### src/rtl/roalogic_dbg_pkg.sv
// ---------------------------------------------------------------------------
// roalogic_dbg_pkg
// Shared definitions for the debug data-register bridge:
//   - dbg_cmd_e   : 2-bit command field at the LSBs of a shifted frame
//   - dbg_state_e : bus-transfer FSM states
//   - STAT_*      : bit positions of the status word returned on DR capture
// No ports (package).
// ---------------------------------------------------------------------------
package roalogic_dbg_pkg;

  typedef enum logic [1:0] {
    CMD_NOP    = 2'b00,
    CMD_WRITE  = 2'b01,
    CMD_READ   = 2'b10,
    CMD_STATUS = 2'b11
  } dbg_cmd_e;

  typedef enum logic {
    ST_IDLE = 1'b0,
    ST_REQ  = 1'b1
  } dbg_state_e;

  // Status bits in the low part of the captured DR word
  localparam int unsigned STAT_BUSY_BIT    = 0;
  localparam int unsigned STAT_OVERRUN_BIT = 1;
  localparam int unsigned STAT_BUS_ERR_BIT = 2;
  localparam int unsigned STAT_W           = 3;

endpackage

### src/rtl/roalogic_dbg_dr_shifter.sv
// ---------------------------------------------------------------------------
// roalogic_dbg_dr_shifter
// DR_W-bit debug data register. Parallel-loads on capture, shifts towards
// bit 0 on shift (new bit enters at the MSB), and clears on 'clear'.
// Ports:
//   clk           in   TAP clock
//   rst           in   synchronous active-high reset
//   clear         in   synchronous clear (TAP Test-Logic-Reset)
//   capture_en    in   load capture_data
//   shift_en      in   shift one position, tdi enters at MSB
//   capture_data  in   DR_W parallel load value
//   tdi           in   serial input
//   sr            out  current register contents (sr[0] is the serial out)
// ---------------------------------------------------------------------------
module roalogic_dbg_dr_shifter
  import roalogic_dbg_pkg::*;
#(
  parameter int unsigned DR_W = 42
) (
  input  logic            clk,
  input  logic            rst,
  input  logic            clear,
  input  logic            capture_en,
  input  logic            shift_en,
  input  logic [DR_W-1:0] capture_data,
  input  logic            tdi,
  output logic [DR_W-1:0] sr
);

  logic [DR_W-1:0] sr_d;
  logic [DR_W-1:0] sr_q;

  // Next register value; clear has priority over capture and shift
  always_comb begin
    sr_d = sr_q;
    if (clear) begin
      sr_d = '0;
    end else if (capture_en) begin
      sr_d = capture_data;
    end else if (shift_en) begin
      sr_d = {tdi, sr_q[DR_W-1:1]};
    end else begin
      sr_d = sr_q;
    end
  end

  // Shift register storage
  always_ff @(posedge clk) begin
    if (rst) begin
      sr_q <= '0;
    end else begin
      sr_q <= sr_d;
    end
  end

  assign sr = sr_q;

endmodule

### src/rtl/roalogic_dbg_bridge.sv
// ---------------------------------------------------------------------------
// roalogic_dbg_bridge
// Debug DR stage behind the JTAG TAP. A frame {data, addr, cmd[1:0]} is
// shifted in LSB first; on UpdateDR the command is decoded and a single
// read/write is issued on a req/ack bus in the jtag_tck domain. Read data
// and status {rdata, zeros, bus_error, overrun, busy} come back on the next
// CaptureDR.
// Optional feature macro: DBG_BUS_TIMEOUT_EN -- abort a request that is not
// acknowledged within TIMEOUT_CYCLES cycles and flag a bus error.
// Ports:
//   jtag_tck, jtag_rst            clock, synchronous active-high reset
//   dbg_sel                       DEBUG instruction selected (gates strobes)
//   dbg_tdi / dbg_tdo             serial in / out (dbg_tdo = sr[0])
//   tap_TestLogicReset, tap_CaptureDR, tap_ShiftDR, tap_UpdateDR   TAP strobes
//   bus_req, bus_we, bus_addr, bus_wdata   registered request outputs
//   bus_ack, bus_rdata, bus_err            completion inputs
// ---------------------------------------------------------------------------
module roalogic_dbg_bridge
  import roalogic_dbg_pkg::*;
#(
  parameter int unsigned ADDR_W         = 8,
  parameter int unsigned DATA_W         = 32,
  parameter int unsigned TIMEOUT_CYCLES = 16
) (
  input  logic              jtag_tck,
  input  logic              jtag_rst,
  input  logic              dbg_sel,
  input  logic              dbg_tdi,
  output logic              dbg_tdo,
  input  logic              tap_TestLogicReset,
  input  logic              tap_CaptureDR,
  input  logic              tap_ShiftDR,
  input  logic              tap_UpdateDR,
  output logic              bus_req,
  output logic              bus_we,
  output logic [ADDR_W-1:0] bus_addr,
  output logic [DATA_W-1:0] bus_wdata,
  input  logic              bus_ack,
  input  logic [DATA_W-1:0] bus_rdata,
  input  logic              bus_err
);

  localparam int unsigned DR_W  = 2 + ADDR_W + DATA_W;
  localparam int unsigned PAD_W = ADDR_W + 2 - STAT_W;

  logic [DR_W-1:0]   sr;
  logic [DR_W-1:0]   capture_data;
  dbg_cmd_e          upd_cmd;
  logic [ADDR_W-1:0] upd_addr;
  logic [DATA_W-1:0] upd_data;
  logic              upd_valid;
  logic              upd_rw;
  logic              busy;
  logic              ack_done;
  logic              timeout_hit;

  dbg_state_e        state_q, state_d;
  logic              bus_req_q, bus_req_d;
  logic              bus_we_q, bus_we_d;
  logic [ADDR_W-1:0] bus_addr_q, bus_addr_d;
  logic [DATA_W-1:0] bus_wdata_q, bus_wdata_d;
  logic [DATA_W-1:0] rdata_q, rdata_d;
  logic              overrun_q, overrun_d;
  logic              bus_error_q, bus_error_d;

  assign busy         = (state_q == ST_REQ);
  assign capture_data = {rdata_q, {PAD_W{1'b0}}, bus_error_q, overrun_q, busy};

  roalogic_dbg_dr_shifter #(
    .DR_W (DR_W)
  ) u_dr_shifter (
    .clk          (jtag_tck),
    .rst          (jtag_rst),
    .clear        (tap_TestLogicReset),
    .capture_en   (dbg_sel & tap_CaptureDR),
    .shift_en     (dbg_sel & tap_ShiftDR),
    .capture_data (capture_data),
    .tdi          (dbg_tdi),
    .sr           (sr)
  );

  assign dbg_tdo   = sr[0];
  assign upd_cmd   = dbg_cmd_e'(sr[1:0]);
  assign upd_addr  = sr[2 +: ADDR_W];
  assign upd_data  = sr[2 + ADDR_W +: DATA_W];
  assign upd_valid = dbg_sel & tap_UpdateDR;
  assign upd_rw    = upd_valid & ((upd_cmd == CMD_WRITE) | (upd_cmd == CMD_READ));
  // bus_ack only counts while a request is outstanding
  assign ack_done  = busy & bus_ack;

`ifdef DBG_BUS_TIMEOUT_EN
  localparam int unsigned TO_W = $clog2(TIMEOUT_CYCLES + 1);

  logic [TO_W-1:0] to_cnt_q, to_cnt_d;

  // Held at zero while idle so it starts from zero on REQ entry
  always_comb begin
    to_cnt_d = to_cnt_q;
    if (!busy) begin
      to_cnt_d = '0;
    end else if (!bus_ack) begin
      to_cnt_d = to_cnt_q + TO_W'(1);
    end else begin
      to_cnt_d = to_cnt_q;
    end
  end

  // Timeout counter register
  always_ff @(posedge jtag_tck) begin
    if (jtag_rst) begin
      to_cnt_q <= '0;
    end else begin
      to_cnt_q <= to_cnt_d;
    end
  end

  // The current cycle is the last permitted one; an ack in it still wins
  assign timeout_hit = busy & ~bus_ack & (to_cnt_q == TO_W'(TIMEOUT_CYCLES - 1));
`else
  assign timeout_hit = 1'b0;
`endif

  // Next-state, bus outputs, read data and sticky flags
  always_comb begin
    state_d     = state_q;
    bus_req_d   = bus_req_q;
    bus_we_d    = bus_we_q;
    bus_addr_d  = bus_addr_q;
    bus_wdata_d = bus_wdata_q;
    rdata_d     = rdata_q;
    overrun_d   = overrun_q;
    bus_error_d = bus_error_q;

    case (state_q)
      ST_IDLE: begin
        if (upd_rw) begin
          state_d     = ST_REQ;
          bus_req_d   = 1'b1;
          bus_we_d    = (upd_cmd == CMD_WRITE);
          bus_addr_d  = upd_addr;
          bus_wdata_d = upd_data;
        end else begin
          state_d   = ST_IDLE;
          bus_req_d = 1'b0;
        end
      end
      ST_REQ: begin
        // Address/data/we stay frozen for the whole request
        if (ack_done || timeout_hit) begin
          state_d   = ST_IDLE;
          bus_req_d = 1'b0;
        end else begin
          state_d   = ST_REQ;
          bus_req_d = 1'b1;
        end
      end
      default: begin
        state_d   = ST_IDLE;
        bus_req_d = 1'b0;
      end
    endcase

    if (ack_done && !bus_we_q) begin
      rdata_d = bus_rdata;
    end else begin
      rdata_d = rdata_q;
    end

    // Sets beat a same-cycle STATUS clear; TAP reset clears unconditionally
    if (tap_TestLogicReset) begin
      overrun_d   = 1'b0;
      bus_error_d = 1'b0;
    end else begin
      if (upd_rw && busy) begin
        overrun_d = 1'b1;
      end else if (upd_valid && (upd_cmd == CMD_STATUS)) begin
        overrun_d = 1'b0;
      end else begin
        overrun_d = overrun_q;
      end
      if ((ack_done && bus_err) || timeout_hit) begin
        bus_error_d = 1'b1;
      end else if (upd_valid && (upd_cmd == CMD_STATUS)) begin
        bus_error_d = 1'b0;
      end else begin
        bus_error_d = bus_error_q;
      end
    end
  end

  // FSM state and all registered outputs
  always_ff @(posedge jtag_tck) begin
    if (jtag_rst) begin
      state_q     <= ST_IDLE;
      bus_req_q   <= 1'b0;
      bus_we_q    <= 1'b0;
      bus_addr_q  <= '0;
      bus_wdata_q <= '0;
      rdata_q     <= '0;
      overrun_q   <= 1'b0;
      bus_error_q <= 1'b0;
    end else begin
      state_q     <= state_d;
      bus_req_q   <= bus_req_d;
      bus_we_q    <= bus_we_d;
      bus_addr_q  <= bus_addr_d;
      bus_wdata_q <= bus_wdata_d;
      rdata_q     <= rdata_d;
      overrun_q   <= overrun_d;
      bus_error_q <= bus_error_d;
    end
  end

  assign bus_req   = bus_req_q;
  assign bus_we    = bus_we_q;
  assign bus_addr  = bus_addr_q;
  assign bus_wdata = bus_wdata_q;

endmodule

### config.mk
export PLATFORM = sky130hd
export DESIGN_NAME = roalogic_dbg_bridge
export DESIGN_NICKNAME = d
export VERILOG_FILES = /design/src/rtl/roalogic_dbg_pkg.sv /design/src/rtl/roalogic_dbg_dr_shifter.sv /design/src/rtl/roalogic_dbg_bridge.sv
export SDC_FILE = /design/constraint.sdc
export NUM_CORES = 1
export LEC_CHECK = 0
export CAP_MARGIN = 20
export CORE_MARGIN = 3
export CORE_UTILIZATION = 30
export CTS_BUF_LIST = sky130_fd_sc_hd__clkbuf_8 sky130_fd_sc_hd__clkbuf_16
export DETAILED_ROUTE_END_ITERATION = 6
export GPL_TIMING_DRIVEN = 0
export SLEW_MARGIN = 20
export SYNTH_ARGS = -nofsm -noshare
export SYNTH_HDL_FRONTEND = slang
export SYNTH_SLANG_ARGS = --single-unit
export TNS_END_PERCENT = 1
### constraint.sdc
create_clock -name jtag_tck -period 1.5 [get_ports jtag_tck]
set_input_delay 0.15 -clock jtag_tck [delete_from_list [all_inputs] [get_ports jtag_tck]]
set_output_delay 0.15 -clock jtag_tck [all_outputs]
set_load 0.1 [all_outputs]
==> impl_metrics.tcl <==
set metrics [dict create \
    worst_slack_ns 0.0126 \
    yosys_warnings 0 \
    whs_ns 0.291 \
    postCtsSetupBuffers 0 \
    grtUsageTotal_pct 15.1 \
    final_cells 818 \
    seq_area_frac_synth_pct 51.6 \
    yosysTopAreaCellShare_pct 51.6 \
    yosysTopAreaCell "dfxtp_1" \
    detailed_place_hpwl_um 8450 \
    die_w_um 130 \
    cp_max_fo 10 \
    p_sw_mw 1.69 \
    synth_common_cells "nand2_1, dfxtp_1, a21oi_1, nor2_1" \
    fin_skew_ns 0.00519 \
    ys.flop_type "dfxtp_1" \
    coreArea_mm2 0.0148 \
    status "complete, no violations" \
    grt_util_met1_pct 20.3 \
    clk_latency_ns 0.41 \
    io-pin-count 85 \
    synth_edf_count 0 \
    cts.sinks 118 \
    power_frac_seq_pct 42.7 \
    grt.busiest_layer "met2" \
    power_frac_clock_pct 50.9 \
    syn-num-nets 562 \
    crit_required_ns 1.84 \
    final_nets 665 \
    crit_type "flip-flop to flip-flop" \
    hold_path.class "primary input to flip-flop" \
    p_leak_nw 2.22 \
    dr.first_iter.drc_count 297 \
    hold_start "bus_rdata[8]" \
    async_flop_share_pct 0 \
    hold_end "rdata_q[8]" \
    slew_violations 0 \
    antenna_cells 0 \
    die_area_mm2 0.0168 \
    numCtsBuffers 17 \
    crit_path_end_kind "flip-flop" \
    yosys_register_bits 118 \
    postLayoutCoreUtil_pct 42.3 \
    rr_endpoint "bus_wdata[4]" \
    rsz0062_at_grt "true" \
    p_sw_share_pct 22.5 \
    vias_per_cell 4.74 \
    drc 0 \
    cp_data_arrival_time_ns 1.82 \
    slew_headroom_pct 52.0 \
    grt_pass1_vias 3842 \
    grt_max_degree 17 \
    grt.met2_usage_pct 23.7 \
    gp_congestion 0.817 \
    num_rows 44 \
    drive_gt1_share_pct 20.2 \
    io_buffers 84 \
    num_vias 3878 \
    reg2reg_from "u_dr_shifter.sr[1]" \
    cts_hold_buf 0 \
    fillCellCount 1450 \
    clk_pin_slew_ns 0.06 \
    reg2reg_depth 7 \
    cts_root_buf "clkbuf_16" \
    comb_power_share_pct 6.4 \
    wire_per_inst_um 14.7 \
    grt_antenna_before_repair 0 \
    place_ws_ns -0.202 \
    syn_area_mm2 0.00458 \
    max-cap-violations 0 \
    hold_viol 0 \
    start_kind "flip-flop" \
    whs_path_depth 3 \
    area_growth_pct 36.5 \
    grt_pass1_wl_um 19700 \
    postSynthAreaPerCell_um2 8.83 \
    cts_tree "done" \
    postRouteAntennaNets 0 \
    rrSetupSlack_ns 0.01 \
    synth_cell_types 26 \
    ir_drop_uv 785 \
    h-tree-depth 4 \
    wirelength_um 12000 \
    setup_viol 0 \
    drt_pass1_iterations 4 \
    timing.fmax_ghz 0.672 \
    syn_inst 518 \
    start_util_pct 31.0 \
    synth_top_cells_by_area "dfxtp_1, nand2_1, mux2i_1, a21oi_1, a211oi_1" \
    fin_crit_sh_pct 99.2 \
    fin_crit_ns 1.49 \
    synth.most_common_cell "nand2_1" \
    powerDensity_mw_per_mm2 1200 \
    internal-power_mw 5.83 \
    tightest_slew_ns 0.720 \
    ctsLongestPathBuffers 2 \
    die_h_um 130 \
    grt.overflow.total 0 \
    dpl.cell_count 786 \
    grt_util_met3_pct 4.20 \
]
## layout by cell type (no fill, tap or decap), types with 2 or more instances in the layout
| cell | count |
|---|---|
| a211oi_1 | 35 |
| a21oi_1 | 55 |
| a21oi_2 | 20 |
| a22oi_1 | 7 |
| and3b_1 | 2 |
| buf_1 | 2 |
| buf_2 | 14 |
| buf_4 | 15 |
| buf_6 | 6 |
| bufinv_16 | 2 |
| clkbuf_1 | 13 |
| clkbuf_16 | 17 |
| clkdlybuf4s15_2 | 23 |
| clkdlybuf4s18_2 | 11 |
| clkdlybuf4s50_1 | 41 |
| clkinv_2 | 8 |
| dfxtp_1 | 114 |
| dfxtp_2 | 2 |
| dfxtp_4 | 2 |
| inv_1 | 3 |
| mux2i_1 | 35 |
| nand2_1 | 147 |
| nor2_1 | 43 |
## power by group through the flow
stage               registers [mW]  logic, mW  clock network, mW
floorplan                     3.30      0.244                  0
detailed placement            3.28      0.476                  0
finish                        3.21      0.482               3.83
global route                  3.22      0.528               4.03
global placement              3.28      0.467                  0
CTS                           3.21      0.481               3.88
## kinds of logic (layout without fill, tap and decap cells)
| logic type | Yosys count | in the layout | synth area share, % |
|---|---|---|---|
| flip-flops | 118 | 118 | 51.6 |
| adder cells (fa/ha/maj) | 2 | 2 | 0.547 |
| AND/OR/NAND/NOR | 199 | 199 | 17.2 |
| buffers and inverters | 44 | 160 | 5.85 |
| multiplexers | 35 | 35 | 7.66 |
| AO/OA/AOI/OAI | 120 | 120 | 17.1 |
## through the flow
| stage | setup TNS [ns] | instance area [um^2] | total power, mW |
|---|---|---|---|
| 4_1_cts | -0.311 | 6280 | 7.58 |
| 6_report | 0 | 6250 | 7.53 |
| 3_3_place_gp | -16.56 | 5650 | 3.74 |
| 3_5_place_dp | -18.48 | 5650 | 3.75 |
| 2_1_floorplan | -3.67 | 4580 | 3.54 |
| 5_1_grt | -2.09 | 6250 | 7.78 |
## final cells by class
| class | count | area [um^2] | area share [%] |
|---|---|---|---|
| tap | 184 | 230 | 3.69 |
| multi-input combinational | 356 | 1980 | 31.6 |
| clock buffer | 18 | 439 | 7.03 |
| clock inverter | 14 | 119 | 1.90 |
| timing repair buffer | 84 | 825 | 13.2 |
| sequential | 118 | 2370 | 38.0 |
| buffer | 43 | 282 | 4.51 |
| inverter | 1 | 3.75 | 0.0601 |
## worst max path at each step
stage	startpoint	end	slack (ns)
after floorplan	u_dr_shifter.sr[0]	bus_wdata[0]	-0.1
after global placement	jtag_rst	rdata_q[30]	-0.21
after detailed placement	bus_req	bus_req	-0.20
after CTS	bus_wdata[3]	bus_wdata[3]	-0.25
after global routing	u_dr_shifter.sr[1]	bus_wdata[26]	-0.09
final	u_dr_shifter.sr[1]	bus_wdata[4]	0.01
## flip-flops by register name, indices dropped and copies added, names as in the netlist
signal           flops
bus_addr             8
bus_error_q          1
bus_req              1
bus_wdata           32
bus_we               1
overrun_q            1
rdata_q             32
u_dr_shifter.sr     42
## worst max-delay path: stages, from the launching register on
cell and delay [ns]:
dfxtp_4 0.37, inv_2 0.05, ha_4 0.28, nand4bb_1 0.12, buf_2 0.18, buf_4 0.20
nand2_1 0.09, a21oi_2 0.14
## layer usage
| layer | vias to the layer above | wire length [um] |
|---|---|---|
| met4 | 0 | 184 |
| li1 | 1960 | - |
| met1 | 1820 | 5670 |
| met3 | 16 | 670 |
| met2 | 82 | 5490 |
| met5 | - | 0 |
## timing repair
| action | CTS | global route |
|---|---|---|
| setup endpoints to repair | 84 | 60 |
| gates resized for setup | 141 | 28 |
| pin swaps | 0 | 0 |
No activity file was read; power rests on OpenSTA's default activity.
